**src/rtl/gate_pkg.sv**
```systemverilog
// Shared definitions for the gate operand generator: mode and state
// encodings, LFSR tap mask, ALT pattern constants and small helper functions.
package gate_pkg;

    // Pattern modes as seen on the mode input (3 is an alias of ALT)
    localparam logic [1:0] MODE_ALT   = 2'd0;
    localparam logic [1:0] MODE_EXH   = 2'd1;
    localparam logic [1:0] MODE_LFSR  = 2'd2;
    localparam logic [1:0] MODE_ALT_B = 2'd3;

    // Controller states
    localparam logic [1:0] ST_IDLE = 2'd0;
    localparam logic [1:0] ST_RUN  = 2'd1;
    localparam logic [1:0] ST_DONE = 2'd2;

    // x^8+x^6+x^5+x^4+1 in shift-left Fibonacci form: taps on bits 7,5,4,3
    localparam logic [7:0] LFSR_TAPS = 8'hB8;

    // ALT bus patterns; the low WIDTH bits are used
    localparam logic [31:0] ALT_EVEN = 32'hAAAA_AAAA;
    localparam logic [31:0] ALT_ODD  = 32'h5555_5555;

    // Even parity over an 8-bit value
    function automatic logic parity8(input logic [7:0] v);
        return ^v;
    endfunction

    // One LFSR step: shift left, feedback is the parity of the tapped bits
    function automatic logic [7:0] lfsr_next(input logic [7:0] q);
        return {q[6:0], parity8(q & LFSR_TAPS)};
    endfunction

    // {a_bit,b_bit} = 01,10,11,00 for k[1:0] = 0,1,2,3
    function automatic logic [1:0] bit_pair(input logic [1:0] k);
        return {k[1] ^ k[0], ~k[0]};
    endfunction

endpackage

```
**src/rtl/gate_lfsr8.sv**
```systemverilog
// 8-bit Fibonacci LFSR holding the {A,B} operand pair for LFSR mode.
// The value persists across runs; only reset restores SEED.
module gate_lfsr8
    import gate_pkg::*;
#(
    parameter logic [7:0] SEED = 8'hA5
) (
    input  logic       clk,
    input  logic       rst_n,
    input  logic       adv,
    output logic [7:0] q
);

    // Step once per delivered LFSR vector, otherwise hold
    always_ff @(posedge clk or negedge rst_n) begin
        if (!rst_n) begin
            q <= SEED;
        end else if (adv) begin
            q <= lfsr_next(q);
        end else begin
            q <= q;
        end
    end

endmodule

```
**src/rtl/gate_operand_gen.sv**
```systemverilog
// Operand stimulus generator for the basic gate blocks. On start it emits
// num_vec vectors (A/B buses plus a/b single bits) over a valid/ready
// handshake using one of three patterns: ALT, EXH or LFSR.
module gate_operand_gen
    import gate_pkg::*;
#(
    parameter int         WIDTH = 4,
    parameter int         CNT_W = 16,
    parameter logic [7:0] SEED  = 8'hA5
) (
    input  logic             clk,
    input  logic             rst_n,
    input  logic             start,
    input  logic [1:0]       mode,
    input  logic [CNT_W-1:0] num_vec,
    input  logic             abort,
    input  logic             rdy,
    output logic             vld,
    output logic [WIDTH-1:0] a_bus,
    output logic [WIDTH-1:0] b_bus,
    output logic             a_bit,
    output logic             b_bit,
    output logic [CNT_W-1:0] vec_idx,
    output logic             busy,
    output logic             done
);

    localparam logic [CNT_W-1:0]   IDX_ZERO = {CNT_W{1'b0}};
    localparam logic [CNT_W-1:0]   IDX_ONE  = {{(CNT_W-1){1'b0}}, 1'b1};
    localparam logic [2*WIDTH-1:0] AB_ZERO  = {(2*WIDTH){1'b0}};
    // The LFSR pattern only maps onto the buses for 4-bit operands
    localparam bit                 LFSR_OK  = (WIDTH == 32'd4);

    // Latched run parameters and controller state
    logic [1:0]       state_r;
    logic [1:0]       mode_r;
    logic [CNT_W-1:0] num_r;

    // Next-state values
    logic [1:0]         state_s;
    logic [1:0]         mode_s;
    logic [CNT_W-1:0]   num_s;
    logic [CNT_W-1:0]   idx_s;
    logic               vld_s;
    logic [2*WIDTH-1:0] ab_s;
    logic [1:0]         bits_s;
    logic               busy_s;
    logic               done_s;
    logic               adv_s;

    logic [1:0]         eff_mode_s;
    logic               last_s;
    logic [CNT_W-1:0]   idx_inc_s;
    logic [7:0]         lfsr_q_s;

    gate_lfsr8 #(
        .SEED (SEED)
    ) u_lfsr (
        .clk   (clk),
        .rst_n (rst_n),
        .adv   (adv_s),
        .q     (lfsr_q_s)
    );

    // {a_bus,b_bus} for vector k in the given (already resolved) mode
    function automatic logic [2*WIDTH-1:0] pattern_ab(
        input logic [1:0]       m,
        input logic [CNT_W-1:0] k,
        input logic [7:0]       lf
    );
        logic [2*WIDTH-1:0] ab;
        case (m)
            MODE_EXH:  ab = (2*WIDTH)'(k);
            MODE_LFSR: ab = (2*WIDTH)'(lf);
            default: begin
                if (k[0]) begin
                    ab = {ALT_ODD[WIDTH-1:0], ~ALT_ODD[WIDTH-1:0]};
                end else begin
                    ab = {ALT_EVEN[WIDTH-1:0], ~ALT_EVEN[WIDTH-1:0]};
                end
            end
        endcase
        return ab;
    endfunction

    assign last_s    = (vec_idx == (num_r - IDX_ONE));
    assign idx_inc_s = vec_idx + IDX_ONE;

    // Resolve the requested mode: 3 aliases ALT, LFSR falls back to EXH off 4-bit
    always_comb begin
        case (mode)
            MODE_EXH: eff_mode_s = MODE_EXH;
            MODE_LFSR: begin
                if (LFSR_OK) begin
                    eff_mode_s = MODE_LFSR;
                end else begin
                    eff_mode_s = MODE_EXH;
                end
            end
            default: eff_mode_s = MODE_ALT;
        endcase
    end

    // Controller: run sequencing, handshake and next output vector
    always_comb begin
        state_s = state_r;
        mode_s  = mode_r;
        num_s   = num_r;
        idx_s   = vec_idx;
        vld_s   = vld;
        ab_s    = {a_bus, b_bus};
        bits_s  = {a_bit, b_bit};
        busy_s  = busy;
        done_s  = 1'b0;
        adv_s   = 1'b0;
        case (state_r)
            ST_IDLE: begin
                if (start) begin
                    mode_s = eff_mode_s;
                    num_s  = num_vec;
                    idx_s  = IDX_ZERO;
                    if (num_vec != IDX_ZERO) begin
                        state_s = ST_RUN;
                        vld_s   = 1'b1;
                        busy_s  = 1'b1;
                        ab_s    = pattern_ab(eff_mode_s, IDX_ZERO, lfsr_q_s);
                        bits_s  = bit_pair(2'b00);
                    end else begin
                        // Empty run completes immediately without presenting data
                        state_s = ST_DONE;
                        done_s  = 1'b1;
                    end
                end else begin
                    state_s = ST_IDLE;
                end
            end
            ST_RUN: begin
                if (abort) begin
                    // Abort beats a coincident transfer: that vector is dropped
                    state_s = ST_IDLE;
                    vld_s   = 1'b0;
                    busy_s  = 1'b0;
                    idx_s   = IDX_ZERO;
                    ab_s    = AB_ZERO;
                    bits_s  = 2'b00;
                end else if (rdy) begin
                    adv_s = (mode_r == MODE_LFSR);
                    if (last_s) begin
                        state_s = ST_DONE;
                        vld_s   = 1'b0;
                        busy_s  = 1'b0;
                        done_s  = 1'b1;
                        idx_s   = IDX_ZERO;
                        ab_s    = AB_ZERO;
                        bits_s  = 2'b00;
                    end else begin
                        // Back-to-back: next vector appears on the transfer edge
                        idx_s  = idx_inc_s;
                        ab_s   = pattern_ab(mode_r, idx_inc_s, lfsr_next(lfsr_q_s));
                        bits_s = bit_pair(idx_inc_s[1:0]);
                    end
                end else begin
                    // Backpressure: hold every data output stable
                    state_s = ST_RUN;
                end
            end
            ST_DONE: begin
                state_s = ST_IDLE;
            end
            default: begin
                state_s = ST_IDLE;
                vld_s   = 1'b0;
                busy_s  = 1'b0;
                idx_s   = IDX_ZERO;
                ab_s    = AB_ZERO;
                bits_s  = 2'b00;
            end
        endcase
    end

    // Register controller state and all outputs
    always_ff @(posedge clk or negedge rst_n) begin
        if (!rst_n) begin
            state_r <= ST_IDLE;
            mode_r  <= MODE_ALT;
            num_r   <= IDX_ZERO;
            vld     <= 1'b0;
            a_bus   <= {WIDTH{1'b0}};
            b_bus   <= {WIDTH{1'b0}};
            a_bit   <= 1'b0;
            b_bit   <= 1'b0;
            vec_idx <= IDX_ZERO;
            busy    <= 1'b0;
            done    <= 1'b0;
        end else begin
            state_r        <= state_s;
            mode_r         <= mode_s;
            num_r          <= num_s;
            vld            <= vld_s;
            {a_bus, b_bus} <= ab_s;
            {a_bit, b_bit} <= bits_s;
            vec_idx        <= idx_s;
            busy           <= busy_s;
            done           <= done_s;
        end
    end

endmodule

```
**config.mk**
```make
export PLATFORM = sky130hd
export DESIGN_NAME = gate_operand_gen
export DESIGN_NICKNAME = d
export VERILOG_FILES = /design/src/rtl/gate_pkg.sv /design/src/rtl/gate_lfsr8.sv /design/src/rtl/gate_operand_gen.sv
export SDC_FILE = /design/constraint.sdc
export NUM_CORES = 1
export LEC_CHECK = 0
export CAP_MARGIN = 20
export CORE_MARGIN = 2
export CORE_UTILIZATION = 24
export DETAILED_ROUTE_END_ITERATION = 12
export PLACE_DENSITY = 0.52
export SLEW_MARGIN = 30
export SYNTH_ARGS = -nofsm -noshare
export SYNTH_HDL_FRONTEND = slang
export SYNTH_SLANG_ARGS = --single-unit
```
**constraint.sdc**
```tcl
create_clock -name clk -period 4.3 [get_ports clk]
set_input_delay 1.075 -clock clk [delete_from_list [all_inputs] [get_ports clk]]
set_output_delay 1.075 -clock clk [all_outputs]
set_load 0.005 [all_outputs]
```
==> results.py, run 1 <==
metrics = {
    "placement": {
        "dp.cells": 576,
        "hpwl_mm": 6.80,
        "place_congestion": 0.847,
        "placed_cell_area_um2": 3990,
        "port_buffers": 51,
    },
    "cts": {
        "clk_pin_slew_worst_paths_ns": 0.08,
        "tritoncts": "done",
        "clk-insertion-delay-late_ns": 0.30,
        "numCtsBuffers": 5,
        "root_buffer": "clkbuf_16",
        "postCtsSetupBuffers": 0,
        "hold_buffers": 0,
        "clockBufferDepth": 2,
        "post_cts_resized": 0,
        "htree_levels": 2,
        "cts_num_sinks": 56,
    },
    "power": {
        "vdd_ir_drop_max_v": 0.000211,
        "finalPower_uw": 2250,
        "p_per_area_nw_per_um2": 546,
        "p_leak_uw": 0.00174,
    },
    "cells_and_area": {
        "final_nets": 434,
        "final_area_um2": 4130,
        "syn2layout_area_growth_pct": 24.7,
        "layout.cells.non_filler": 584,
        "fillCellCount": 1409,
        "diodes": 0,
        "layout-drive-gt1-share_pct": 8.58,
    },
    "routing": {
        "drtIter0Drc": 135,
        "drc_errors": 0,
        "vias": 2779,
        "ant_nets": 0,
        "drt-pass1-iter-count": 4,
        "routedWlPerCell_um": 15.2,
        "drt-total-wl_mm": 8.90,
        "vias_per_cell": 4.76,
    },
    "logic_synthesis": {
        "synth_nets": 388,
        "yosys.area.top_type_share_pct": 39.3,
        "syn_avg_cell_area_um2": 9.17,
        "ys.flop_type": "dfrtp_1",
        "ys_warn_count": 0,
        "synth_common_cells": "nand2_1 (70), dfrtp_1 (52), nor2_1 (23), xnor2_1 (19), xor2_1 (18)",
        "syn_inst": 361,
        "yosysMostFrequentCell": "nand2_1",
        "synth_cell_type_count": 52,
        "yosysSeqAreaShare_pct": 42.5,
        "syn_area_um2": 3310,
        "synth_enable_flop_cells": 0,
        "async_reset_ff_share_pct": 100,
        "synth_top_area_cell": "dfrtp_1",
        "synth-seq-cells": 56,
        "synthTopCellsByArea": "dfrtp_1 (39%), nand2_1 (7.9%), xnor2_1 (5.0%), mux2_2 (4.8%), xor2_1 (4.8%)",
    },
    "worst_setup_path": {
        "critPathLaunch": "num_r[2]$_DFFE_PN0P_",
        "arrival_ns": 3.40,
        "cp.required_ns": 4.46,
        "cp_max_fo": 7,
        "r2r-end": "vec_idx[10]$_DFFE_PN0P_",
        "worstSetupPathType": "flop to flop",
        "startpoint_type": "flop",
        "reg2reg_slack_ns": 1.06,
        "r2r_cells": 8,
        "reg2reg_from": "num_r[2]$_DFFE_PN0P_",
        "critPathCaptureType": "flop",
    },
    "timing": {
        "fin_setup_tns_ns": 0,
        "final.min_clock_period_ns": 3.24,
        "setup_viol": 0,
        "finalClockSkew_ns": 0.00709,
        "fmax_mhz": 308,
        "finalHoldViolations": 0,
        "slew_headroom_pct": 46.2,
        "worstMarginPinSlew_ns": 0.800,
        "rsz0062_at_grt": "false",
        "post-route-period-util_pct": 75.4,
        "slew_viol_final": 0,
    },
    "flow_run": {
        "max_cap_violations": 0,
    },
    "floorplanning": {
        "num_rows": 42,
        "die_height_um": 121,
        "die_area_um2": 14800,
        "core_um2": 13300,
        "start_util_pct": 24.8,
        "ios": 52,
        "die_w_um": 121,
    },
    "hold_path": {
        "holdPathStages": 2,
        "min_to": "a_bus[0]$_DFFE_PN0P_",
        "holdCritStartpoint": "a_bus[0]$_DFFE_PN0P_",
        "hold_path_class": "flop to flop",
    },
    "run_status": {
        "status": "completed",
    },
    "global_route": {
        "grtUsageTotal_pct": 12.6,
        "grt_pass1_vias": 2831,
        "grt_remaining_overflow": 0,
        "grt_max_degree": 32,
        "grt_pass1_wl_mm": 14.7,
        "antenna_found_initial": 0,
    },
}
layout by cell type (no fill, tap or decap), drive strengths merged, types with 2 or more instances in the layout:
cell type and count:
a2bb2oi 2, nand3 13, nand2 70, and2 3, nand4 3, clkbuf 6
a21oi 5, o21ai 24, dfrtp 52, a31oi 3, buf 4, xnor2 19
a221o 7, nor2 23, nand2b 4, dfstp 4, o31ai 8, xor2 18
ha 4, mux2 14, nor3 11, a22o 8, and3 5, a32o 2
clkdlybuf4s50 50, nor4 6, nor2b 7, inv 13, mux2i 2
area by class of cell:
| cell class | instances | area (um^2) | area share, % |
|---|---|---|---|
| multi-input cells | 277 | 1780 | 43.1 |
| flip-flops and latches | 56 | 1410 | 34.1 |
| repair buffers | 54 | 528 | 12.8 |
| well taps | 176 | 220 | 5.33 |
| clock buffers | 6 | 129 | 3.12 |
| inverters | 13 | 48.8 | 1.18 |
| clock inverters | 2 | 16.3 | 0.394 |
registers in the layout, indices dropped and copies added, names as in the netlist:
name / flops
vec_idx: 16
b_bit: 1
a_bus: 4
u_lfsr.q: 8
num_r: 16
done: 1
busy: 1
b_bus: 4
a_bit: 1
mode_r: 2
state_r: 2
metal layers:
metal	share of wire (%)	up-vias	GRT usage, %
met2	48	53	20.7
met5	0	-	0
met3	3.5	7	2.40
met1	48	1362	17.4
li1	-	1357	-
met4	0.81	0	2.51
worst max-delay path, cell delays in order (launching register included):
cell      delay [ns]
dfrtp_1         0.45
nor3_1          0.65
and3_1          0.29
nand4b_1        0.12
xnor2_1         0.27
nand4_2         0.19
o41ai_2         0.56
nor2b_1         0.47
nor2_1          0.11
report_power, final:
part / switching, uW / internal [uW] / leakage [uW]
Sequential: 185 / 664 / 0.000724
Combinational: 529 / 464 / 0.000951
Clock: 193 / 218 / 0.0000671
cell families (layout without fill, tap and decap cells):
| group | count (synthesis) | in the layout | synth area share [%] |
|---|---|---|---|
| DFF | 56 | 56 | 42.5 |
| and+or+nand+nor | 150 | 150 | 21.8 |
| AOI/OAI and AO/OA | 69 | 69 | 15.0 |
| buffers and inverters | 28 | 75 | 3.74 |
| muxes | 16 | 16 | 5.36 |
| adders and majority gates | 5 | 5 | 1.81 |
| xor gates and xnor gates | 37 | 37 | 9.78 |
metrics by stage:
step	hold WS [ns]	worst slack [ns]	utilization, %
2_1_floorplan	0.467	1.65	-
3_3_place_gp	0.484	0.985	29.9
3_5_place_dp	0.482	0.921	29.9
4_1_cts	0.501	1.04	30.9
5_1_grt	0.527	0.678	30.9
6_report	0.493	1.06	30.9
worst max path at each step:
stage,endpoint
3_3_place_gp,vec_idx[15]$_DFFE_PN0P_
5_1_grt,vec_idx[14]$_DFFE_PN0P_
3_5_place_dp,vec_idx[15]$_DFFE_PN0P_
6_report,vec_idx[10]$_DFFE_PN0P_
2_1_floorplan,a_bus[3]$_DFFE_PN0P_
4_1_cts,vec_idx[10]$_DFFE_PN0P_
Note: power is estimated with default switching activity, not from simulation.
==> run 2: changes to the inputs <==
==> constraint.sdc (replaced) <==
create_clock -name clk -period 3.14 [get_ports clk]
set_input_delay 0.785 -clock clk [delete_from_list [all_inputs] [get_ports clk]]
set_output_delay 0.785 -clock clk [all_outputs]
set_load 0.005 [all_outputs]
==> results.py, run 2 (synthesized netlist as in run 1, its figures left out) <==
metrics = {
    "run_status": {
        "status": "completed",
    },
    "cts": {
        "tritoncts": "done",
        "htree_levels": 2,
        "clk_pin_slew_worst_paths_ns": 0.07,
        "root_buffer": "clkbuf_16",
        "clk-insertion-delay-late_ns": 0.29,
        "cts_num_sinks": 56,
        "clockBufferDepth": 2,
        "postCtsSetupBuffers": 0,
        "numCtsBuffers": 5,
    },
    "timing": {
        "fin_setup_tns_ns": 0,
        "slew_viol_final": 0,
        "finalHoldViolations": 0,
        "finalClockSkew_ns": 0.0108,
        "post-route-period-util_pct": 90.4,
        "setup_viol": 0,
        "slew_headroom_pct": 53.5,
        "worstMarginPinSlew_ns": 0.698,
        "fmax_mhz": 352,
        "final.min_clock_period_ns": 2.84,
        "rsz0062_at_grt": "false",
    },
    "power": {
        "finalPower_uw": 3270,
        "clkPwrFrac_pct": 21.9,
        "swShare_pct": 37.6,
        "p_per_area_nw_per_um2": 772,
        "vdd_ir_drop_max_v": 0.000260,
        "combinationalPowerShare_pct": 42.7,
        "p_leak_uw": 0.00180,
        "p_int_uw": 2040,
        "p_sw_uw": 1230,
        "seq_power_share_pct": 35.4,
    },
    "worst_setup_path": {
        "worstSetupPathType": "flop to flop",
        "max_stage_delay_ns": 0.42,
        "critPathCapture": "vec_idx[0]$_DFFE_PN0P_",
        "crit_path_frequent_cell": "nor3_4",
        "startpoint_type": "flop",
        "cp_cell_sequence": "inv_1 > ha_1 > nor4b_1 > nand3_1 > xnor2_1 > mux2i_1 > a21oi_2 > nor3_4 > buf_4 > nor3_4 > mux2_2",
        "cp_max_fo": 17,
        "r2r-end": "vec_idx[0]$_DFFE_PN0P_",
        "r2r_cells": 11,
        "arrival_ns": 3.07,
        "reg2reg_slack_ns": 0.30,
        "critPathCaptureType": "flop",
        "slowest_stage": "dfrtp_1",
        "critPathLaunch": "num_r[0]$_DFFE_PN0P_",
        "reg2reg_from": "num_r[0]$_DFFE_PN0P_",
        "cp.required_ns": 3.37,
    },
    "routing": {
        "routedWlPerCell_um": 14.8,
        "vias": 2826,
        "vias_per_cell": 4.78,
        "drt-pass1-iter-count": 5,
        "drtIter0Drc": 139,
        "ant_nets": 0,
        "drc_errors": 0,
        "drt-total-wl_mm": 8.72,
    },
    "cells_and_area": {
        "syn2layout_area_growth_pct": 28.0,
        "fillCellCount": 1400,
        "layout_commonest_cell": "nand2_1",
        "reg_top3": "num_r x16, vec_idx x16, u_lfsr.q x8",
        "diodes": 0,
        "seq_area_um2": 1410,
        "multi_input_area_um2": 1790,
        "final_cell_mix": "nand2_1 (70), dfrtp_1 (52), clkdlybuf4s50_1 (50)",
        "layout-drive-gt1-share_pct": 10.4,
        "layout.cells.non_filler": 591,
        "final_nets": 441,
    },
    "hold_path": {
        "holdPathStages": 2,
        "hold_path_class": "flop to flop",
    },
    "floorplanning": {
        "die_w_um": 121,
        "die_area_um2": 14800,
        "ios": 52,
        "core_um2": 13300,
        "die_height_um": 121,
        "start_util_pct": 24.8,
        "num_rows": 42,
    },
    "global_route": {
        "grt_remaining_overflow": 0,
        "grt_pass1_wl_mm": 14.6,
        "grt_pass1_vias": 2764,
        "grt_max_degree": 57,
        "antenna_found_initial": 0,
        "grtUsageTotal_pct": 12.5,
    },
    "flow_run": {
        "max_cap_violations": 0,
    },
    "placement": {
        "place_congestion": 0.845,
        "port_buffers": 51,
        "hpwl_mm": 6.67,
        "dp.cells": 583,
    },
}
run 2: final cells by class:
class                   count  share of cell area (%)
flip-flops and latches     56                    33.2
repair buffers             61                    13.7
well taps                 176                    5.20
multi-input cells         277                    42.3
clock inverters             2                    1.42
inverters                  13                    1.15
clock buffers               6                    3.04
run 2: routing by layer:
metal  track usage [%]  up-vias  wire length (um)
met2              20.0       61              4100
met3              2.49        8               289
met5                 0        -                 0
li1                  -     1375                 -
met1              17.3     1382              4160
met4              3.23        0               168
run 2: power groups by stage:
stage	Clock, uW	Combinational, uW	Sequential [uW]
3_5_place_dp	0	1390	1170
2_1_floorplan	0	989	1080
3_3_place_gp	0	1380	1170
4_1_cts	735	1390	1160
5_1_grt	764	1580	1190
6_report	717	1400	1160
run 2: worst min-delay path by stage:
stage	from	end	slack, ns
3_3_place_gp	a_bus[0]$_DFFE_PN0P_	a_bus[0]$_DFFE_PN0P_	0.47
5_1_grt	a_bus[1]$_DFFE_PN0P_	a_bus[1]$_DFFE_PN0P_	0.52
3_5_place_dp	a_bit$_DFFE_PN0P_	a_bit$_DFFE_PN0P_	0.47
4_1_cts	a_bit$_DFFE_PN0P_	a_bit$_DFFE_PN0P_	0.49
6_report	a_bit$_DFFE_PN0P_	a_bit$_DFFE_PN0P_	0.48
2_1_floorplan	num_r[15]$_DFFE_PN0P_	num_r[15]$_DFFE_PN0P_	0.47
run 2: worst max-delay path: cells and delay by family (launching register included):
family / cells / cell delay [ns]
AO/OA/AOI/OAI: 1 / 0.23
flip-flops: 1 / 0.42
XOR/XNOR: 1 / 0.21
buffers and inverters: 2 / 0.30
adder cells (fa/ha/maj): 1 / 0.22
multiplexers: 2 / 0.32
AND/OR/NAND/NOR: 4 / 1.07
run 2: timing repair:
item                                    CTS  global route
hold buffers                              0             0
gates resized for setup                   0             2
endpoints found under the setup margin    0            21
run 2: stage by stage:
step / cell area, um^2 / worst slack, ns / hold slack (ns) / util (%)
floorplan: 3310 / 0.490 / 0.467 / -
global placement: 4040 / 0.273 / 0.474 / 30.2
detailed placement: 4040 / 0.199 / 0.474 / 30.2
CTS: 4230 / 0.182 / 0.491 / 31.7
global route: 4240 / 0.0835 / 0.519 / 31.7
finish: 4240 / 0.303 / 0.483 / 31.7
